## src/rtl/oc8051_fetch_buffer.sv

```systemverilog
// oc8051_fetch_buffer: instruction prefetch buffer between the code ROM and the
// 8051 decoder. Fetches 32-bit words from the ROM into a byte FIFO and presents
// the three bytes at the decoder PC. The decoder retires 0..3 bytes per cycle.
// A jump flushes the FIFO and restarts fetching at the new address.
//
// Ports:
//   clk, rst          clock, synchronous active-high reset
//   cxrom_req/addr    fetch strobe and byte address (always the fetch address)
//   cxrom_data_in     ROM word {b3,b2,b1,b0}, b0 at cxrom_addr, same cycle
//   op_valid          op1..op3 / pc_out valid
//   op1, op2, op3     bytes at pc_out, pc_out+1, pc_out+2 (zero when invalid)
//   pc_out            decoder architectural PC
//   consume           bytes retired this cycle, honoured when op_valid
//   jmp, jmp_addr     redirect to jmp_addr
module oc8051_fetch_buffer #(
  parameter int unsigned BUF_BYTES = 8,
  parameter logic [15:0] RESET_PC  = 16'h0000
) (
  input  logic        clk,
  input  logic        rst,
  output logic        cxrom_req,
  output logic [15:0] cxrom_addr,
  input  logic [31:0] cxrom_data_in,
  output logic        op_valid,
  output logic [7:0]  op1,
  output logic [7:0]  op2,
  output logic [7:0]  op3,
  output logic [15:0] pc_out,
  input  logic [1:0]  consume,
  input  logic        jmp,
  input  logic [15:0] jmp_addr
);

  localparam int unsigned PTR_W = $clog2(BUF_BYTES);
  localparam int unsigned CNT_W = $clog2(BUF_BYTES + 1);

  typedef enum logic [1:0] {
    S_FLUSH = 2'd0,
    S_FILL  = 2'd1,
    S_RUN   = 2'd2
  } state_e;

  state_e             state_q;
  logic [15:0]        pc_q, pc_d;
  logic [15:0]        fa_q, fa_d;
  logic [CNT_W-1:0]   cnt_q, cnt_d;
  logic [PTR_W-1:0]   head_q, head_d;
  logic [PTR_W-1:0]   tail_q, tail_d;
  logic [7:0]         mem_q [BUF_BYTES];
  logic [1:0]         consume_eff;

  // Fetch only while a whole word still fits; never in the flush cycle or on a jump.
  assign cxrom_req  = (state_q != S_FLUSH) && !jmp &&
                      (cnt_q <= CNT_W'(BUF_BYTES - 4));
  assign cxrom_addr = fa_q;
  assign op_valid   = (state_q == S_RUN) && (cnt_q >= CNT_W'(3)) && !jmp;
  assign pc_out     = pc_q;

  // Pointer arithmetic wraps naturally because the depth is a power of two.
  assign op1 = op_valid ? mem_q[head_q]                : 8'h00;
  assign op2 = op_valid ? mem_q[head_q + PTR_W'(1)]    : 8'h00;
  assign op3 = op_valid ? mem_q[head_q + PTR_W'(2)]    : 8'h00;

  // Next-state datapath for a normal (no reset, no jump) cycle.
  always_comb begin
    consume_eff = 2'd0;
    cnt_d       = cnt_q;
    head_d      = head_q;
    tail_d      = tail_q;
    pc_d        = pc_q;
    fa_d        = fa_q;
    if (op_valid) begin
      consume_eff = consume;
    end
    cnt_d  = cnt_q + (cxrom_req ? CNT_W'(4) : CNT_W'(0)) - CNT_W'(consume_eff);
    head_d = head_q + PTR_W'(consume_eff);
    tail_d = tail_q + (cxrom_req ? PTR_W'(4) : PTR_W'(0));
    pc_d   = pc_q + 16'(consume_eff);
    fa_d   = fa_q + (cxrom_req ? 16'd4 : 16'd0);
  end

  // Control state, pointers and FSM.
  always_ff @(posedge clk) begin
    if (rst) begin
      state_q <= S_FLUSH;
      pc_q    <= RESET_PC;
      fa_q    <= RESET_PC;
      cnt_q   <= '0;
      head_q  <= '0;
      tail_q  <= '0;
    end else if (jmp) begin
      state_q <= S_FLUSH;
      pc_q    <= jmp_addr;
      fa_q    <= jmp_addr;
      cnt_q   <= '0;
      head_q  <= '0;
      tail_q  <= '0;
    end else begin
      pc_q   <= pc_d;
      fa_q   <= fa_d;
      cnt_q  <= cnt_d;
      head_q <= head_d;
      tail_q <= tail_d;
      case (state_q)
        S_FLUSH: state_q <= S_FILL;
        S_FILL:  if (cnt_d >= CNT_W'(3)) state_q <= S_RUN;
        S_RUN:   if (cnt_d <  CNT_W'(3)) state_q <= S_FILL;
        default: state_q <= S_FLUSH;
      endcase
    end
  end

  // Byte storage; contents need no reset since cnt gates every read.
  always_ff @(posedge clk) begin
    if (!rst && cxrom_req) begin
      for (int i = 0; i < 4; i++) begin
        mem_q[tail_q + PTR_W'(i)] <= cxrom_data_in[8*i +: 8];
      end
    end
  end

endmodule

```

## config.mk

```make
export PLATFORM = sky130hd
export DESIGN_NAME = oc8051_fetch_buffer
export DESIGN_NICKNAME = d
export VERILOG_FILES = /design/src/rtl/oc8051_fetch_buffer.sv
export SDC_FILE = /design/constraint.sdc
export NUM_CORES = 1
export LEC_CHECK = 0
export ABC_AREA = 1
export CAP_MARGIN = 10
export CORE_MARGIN = 4
export CORE_UTILIZATION = 43
export DETAILED_ROUTE_END_ITERATION = 10
export GPL_ROUTABILITY_DRIVEN = 0
export PLACE_DENSITY_LB_ADDON = 0.3
export SKIP_CTS_REPAIR_TIMING = 1
export SKIP_LAST_GASP = 1
export SLEW_MARGIN = 20
export SYNTH_ARGS = -nofsm -noshare
export SYNTH_HDL_FRONTEND = slang
export SYNTH_SLANG_ARGS = --single-unit
export TNS_END_PERCENT = 20
```

## constraint.sdc

```tcl
create_clock -name clk -period 6.6 [get_ports clk]
set_input_delay 0.99 -clock clk [delete_from_list [all_inputs] [get_ports clk]]
set_output_delay 0.99 -clock clk [all_outputs]
set_load 0.01 [all_outputs]
```

==> results of run 1 <==
==> through the flow <==
step	setup WS (ns)	power [uW]
6_report	1.99	1380
3_5_place_dp	2.33	893
3_3_place_gp	2.38	891
5_1_grt	1.73	1430
4_1_cts	2.01	1390
2_1_floorplan	3.53	815
==> metal layers <==
layer | up-vias | GRT usage, % | wire length [um]
met2 | 156 | 32.9 | 7550
met1 | 2580 | 26.5 | 7000
met3 | 24 | 3.14 | 809
li1 | 2865 | - | -
met5 | - | 0 | 0
met4 | 0 | 7.32 | 332
==> final timing paths <==
check	from	to	slack, ns	cells past startpoint
setup / recovery	head_q[0]	op2[4]	1.99	7
hold / removal	cxrom_addr[1]	cxrom_addr[1]	0.47	2
setup reg to reg	cnt_q[1]	state_q[1]	3.26	13
hold reg to reg	cxrom_addr[1]	cxrom_addr[1]	0.47	2
==> critical path, cell delays in order (launching register included) <==
cell             delay [ns]
dfxtp_2                0.31
buf_4                  0.52
ha_1                   0.69
inv_1                  0.48
nand3_1                0.20
a21oi_1                0.08
nor3_1                 0.33
clkdlybuf4s50_1        0.61
==> final cells by class <==
type	instances	area, um^2	area share [%]
clock buffer	11	253	3.34
clock inverter	5	28.8	0.381
inverter	72	273	3.61
multi-input combinational	620	2910	38.5
sequential	106	2760	36.5
tap	180	225	2.98
timing repair buffer	111	1110	14.7
==> state kept, by name (all words and copies together) (netlist names) <==
signal      cells
state_q         2
head_q          3
mem_q          64
pc_out         16
tail_q          1
cnt_q           4
cxrom_addr     16
==> power breakdown <==
group / internal, uW / switching, uW
registers: 722 / 16.4
clock network: 274 / 232
logic: 71.7 / 68.3
total: 1070 / 317
==> cells in the final DEF, fill, tap and decap left out, types with 2 or more instances in the layout <==
cell type and count:
a21boi_0 6, a21oi_1 17, clkbuf_16 9, clkbuf_8 2, clkdlybuf4s50_1 110, clkinv_1 2
clkinv_2 6, dfxtp_1 41, edfxtp_1 64, fa_1 3, ha_1 10, inv_1 63
inv_2 5, nand2_1 346, nand2_2 2, nand3_1 37, nand3_4 2, nand4_1 6
nor2_1 55, nor3_1 13, o211ai_1 8, o21ai_0 62, o21ai_1 7, o21bai_1 5
o22ai_1 6, or2_2 18, xnor2_1 3, xor2_1 5
==> cells by family after synthesis <==
group,after synthesis,share of synthesized area (%)
muxes,1,0.164
adders and majority gates,13,3.03
buffers and inverters,102,7.34
and+or+nand+nor,484,32.6
AOI/OAI and AO/OA,113,10.3
xor gates and xnor gates,9,1.41
DFF,106,45.1
==> metrics.csv, run 1 <==
stage,metric,value,unit
logic_synthesis,ys_ff_latch,106,
clock_tree,cts_root_buffer,clkbuf_16,
logic_synthesis,yosys-top-cells-count,"nand2_1, edfxtp_1, inv_1",
logic_synthesis,synth.area.top_cells,"edfxtp_1, nand2_1, dfxtp_1, o21ai_0, inv_1",
logic_synthesis,syn_area,6120,um^2
floorplanning,initial_utilization,43.9,%
logic_synthesis,syn-mean-instance-area,7.39,um^2
finish,nets,986,
sta,fmax,0.217,GHz
finish,final_cells,1105,
sta,whs,0.468,ns
critical_path,cp-end-kind,primary output,
logic_synthesis,ys_warn_count,0,
logic_synthesis,synth_nets,894,
global_routing,grt_pass1_vias,5280,
drt,detail_route.vias_per_cell,5.09,
floorplanning,die-area,16200,um^2
clock_tree,clock_sinks,106,
sta,finalSetupViolations,0,
floorplanning,rows,43,
clock_tree,h-tree-depth,3,
sta,slew_headroom,42.6,%
flow_run,maxCapViolCount,0,
placement,dp_hpwl,11200,um
placement,io_buffers,110,
clock_tree,clk-insertion-delay-late,0.35,ns
sta,hold_viol,0,
critical_path,critPathKind,reg -> out,
drt,vias,5625,
power,powerDensity,183,nW/um^2
logic_synthesis,async_flop_share,0,%
global_routing,overflow,0,
floorplanning,fp.dieH,127,um
sta,period_share,69.8,%
sta,fin_crit,4.61,ns
logic_synthesis,synth_most_common_cell,nand2_1,
logic_synthesis,yosysTopAreaCell,edfxtp_1,
power,power_leakage,0.00299,uW
clock_tree,clk_path_buf_depth,2,
global_routing,grt.total_usage,19.9,%
drt,drt_wl_total,15700,um
critical_path,worstPathMaxFanout,79,
logic_synthesis,ys_seq_area_share,45.1,%
min_path,holdCritPathClass,reg -> reg,
critical_path,cp.required,5.61,ns
finish,final_area,7560,um^2
finish,drive_above_1_share,5.73,%
global_routing,grt_pass1_wl,25900,um
finish,diodes,0,
drt,firstDrtPassIters,5,
power,peakVddDrop,0.111,mV
global_routing,grt_max_degree,80,
floorplanning,core,13900,um^2
finish,nFillCells,1323,
floorplanning,die_x,127,um
sta,tightest_slew,0.860,ns
critical_path,crit_arrival,3.62,ns
sta,fin_skew,0.00583,ns
sta,rsz0062_at_grt,no,
placement,dp_cells,1089,
finish,area_growth,23.6,%
run_status,status,finished clean,
logic_synthesis,synth.distinct_cells,38,
finish,post-route-util,54.3,%
critical_path,start_kind,flip-flop,
clock_tree,cts_tree,built,
clock_tree,cts_made_buffers,9,
clock_tree,cts.clk_slew.worst_paths,0.07,ns
logic_synthesis,synth_top_area_share,31.4,%
drt,ant_nets,0,
sta,finalMaxSlewViolations,0,
drt,route.detailed.drc,0,
logic_synthesis,netlist_instances,828,
placement,place_area,7280,um^2
logic_synthesis,synth-edff-count,64,
drt,avgRoutedWirePerCell,14.2,um
floorplanning,ios,111,
logic_synthesis,synth_ff_type,edfxtp_1,
global_routing,antenna_found_initial,0,
sta,finalSetupTns,0,ns
drt,dr.first_iter.drc_count,449,
No activity file was read; power rests on OpenSTA's default activity.
==> run 2, diff against run 1 <==
Clock period 6.6 ns to 4.1 ns, I/O delays scaled along.
==> run 2 against run 1 <==
  * Clock skew rose by 0.0024 ns
  * Hold slack better by 0.011 ns
  * Sequential cell count stayed put
  * Cell area increased by 0.53%
  * Critical path type unchanged
  * Die area unchanged
==> metrics.csv, run 2 (synthesis results as in run 1) <==
stage,metric,value,unit,change
run_status,status,finished clean,,
drt,avgRoutedWirePerCell,14.2,um,-0.11%
finish,area_growth,24.2,%,
power,clkPwrFrac,37.8,%,+1.2 points
critical_path,cp.required,3.48,ns,-2.13 ns
sta,period_share,84.2,%,
finish,regMostFlops,mem_q,,
drt,firstDrtPassIters,5,,unchanged
sta,hold_viol,0,,unchanged
global_routing,grt_pass1_vias,5266,,-0.27%
power,powerDensity,299,nW/um^2,+63%
clock_tree,cts_tree,built,,
drt,vias,5570,,-0.98%
drt,drt_wl_total,15700,um,+0.25%
sta,fmax,0.290,GHz,
sta,finalMaxSlewViolations,0,,unchanged
finish,post-route-util,54.6,%,+0.29 points
sta,tightest_slew,0.854,ns,-0.00594 ns
clock_tree,h-tree-depth,3,,unchanged
critical_path,crit_start,head_q[0],,
sta,fin_crit,3.45,ns,
finish,largest_reg_flops,64,,unchanged
drt,dr.first_iter.drc_count,422,,-6.0%
clock_tree,clk_path_buf_depth,2,,unchanged
drt,route.detailed.drc,0,,unchanged
power,power_leakage,0.00301,uW,+0.62%
flow_run,maxCapViolCount,0,,unchanged
critical_path,worstPathMaxFanout,51,,-35%
sta,rsz0062_at_grt,no,,
min_path,hold_depth,2,,unchanged
critical_path,crit_arrival,2.84,ns,-0.78 ns
clock_tree,clock_sinks,106,,unchanged
power,combPwrFrac,9.9,%,-0.2 points
power,peakVddDrop,0.201,mV,+82%
global_routing,grt_pass1_wl,25700,um,-0.59%
min_path,holdCritPathClass,reg -> reg,,
sta,finalSetupViolations,0,,unchanged
drt,detail_route.vias_per_cell,5.02,,-1.3%
critical_path,cp-end-kind,primary output,,
finish,final_common_cell,nand2_1,,
critical_path,rr_endpoint,state_q[1],,
clock_tree,clk-insertion-delay-late,0.35,ns,about the same
clock_tree,cts.clk_slew.worst_paths,0.07,ns,about the same
sta,fin_skew,0.00825,ns,+0.00242 ns
power,p_sw,513,uW,+62%
power,switching_share,22.6,%,-0.28 points
sta,finalSetupTns,0,ns,unchanged
floorplanning,fp.dieH,127,um,unchanged
power,p_seq_share,52.3,%,-1.0 points
critical_path,r2r_setup_slack,1.29,ns,-1.97 ns
global_routing,antenna_found_initial,0,,unchanged
critical_path,critPathKind,reg -> out,,
global_routing,grt_max_degree,57,,-29%
finish,nets,990,,+0.41%
finish,diodes,0,,unchanged
sta,whs,0.479,ns,+0.0108 ns
placement,dp_cells,1093,,+0.37%
placement,io_buffers,110,,unchanged
floorplanning,initial_utilization,43.9,%,unchanged
global_routing,overflow,0,,unchanged
finish,mostFrequentLayoutCells,"nand2_1, clkdlybuf4s50_1, edfxtp_1, inv_1, o21ai_0",,
finish,drive_above_1_share,5.71,%,-0.025 points
power,p_int,1760,uW,+65%
floorplanning,die_x,127,um,unchanged
placement,dp_hpwl,11300,um,+0.78%
finish,final_cells,1109,,+0.36%
critical_path,setup.worst_path.end,op3[0],,
critical_path,r2r-start,cnt_q[0],,
clock_tree,cts_made_buffers,9,,unchanged
floorplanning,die-area,16200,um^2,unchanged
drt,ant_nets,0,,unchanged
floorplanning,ios,111,,unchanged
floorplanning,rows,43,,unchanged
critical_path,start_kind,flip-flop,,
global_routing,grt.total_usage,19.8,%,-0.10 points
floorplanning,core,13900,um^2,unchanged
critical_path,r2r_cells,14,,+1
sta,slew_headroom,43.0,%,+0.40 points
power,total_power,2270,uW,+64%
clock_tree,cts_root_buffer,clkbuf_16,,
run 2: changes by cell type in the layout (fill, tap and decap cells not counted), sizes merged:
cell    before  now
buf          1    5
clkbuf      11   14
clkinv       9    6
run 2: worst min path at each step:
stage,from,endpoint,slack (ns)
final,cxrom_addr[1],cxrom_addr[1],0.48
after global routing,cxrom_addr[1],cxrom_addr[1],0.52
after CTS,cxrom_addr[0],cxrom_addr[0],0.48
after detailed placement,cxrom_addr[0],cxrom_addr[0],0.46
after global placement,cxrom_addr[1],cxrom_addr[1],0.45
after floorplan,cxrom_addr[1],cxrom_addr[1],0.49
run 2: layer usage:
metal / global-route usage [%] / part of all wire [%]
met1: 25.7 / 45
met2: 32.5 / 47
met3: 3.51 / 4.9
met4: 8.45 / 2.8
met5: 0 / 0
run 2: power by group through the flow:
| stage | registers, uW | clock network (uW) | logic [uW] |
|---|---|---|---|
| 2_1_floorplan | 1210 | 0 | 97.9 |
| 3_3_place_gp | 1210 | 0 | 222 |
| 3_5_place_dp | 1210 | 0 | 226 |
| 4_1_cts | 1190 | 872 | 227 |
| 5_1_grt | 1190 | 911 | 250 |
| 6_report | 1190 | 858 | 225 |
run 2: layout make-up:
cell class,count,area (um^2)
Tap cell,180,225
Inverter,72,273
Timing Repair Buffer,115,1140
Fill cell,1300,6330
Clock inverter,2,8.76
Sequential cell,106,2760
Multi-Input combinational cell,620,2910
Clock buffer,14,285
run 2: stage by stage:
step / setup slack [ns] / cell area [um^2]
finish: 0.646 / 7600
CTS: 0.667 / 7600
global route: 0.489 / 7600
detailed placement: 0.688 / 7310
global placement: 0.763 / 7310
floorplan: 1.41 / 6120
run 2: critical path, stage by stage, from the launching register on:
cell	delay (ns)
dfxtp_2	0.33
buf_4	0.23
inv_2	0.59
o21ai_0	0.28
nand2_1	0.11
nand2_1	0.05
nor3_1	0.28
clkdlybuf4s50_1	0.60
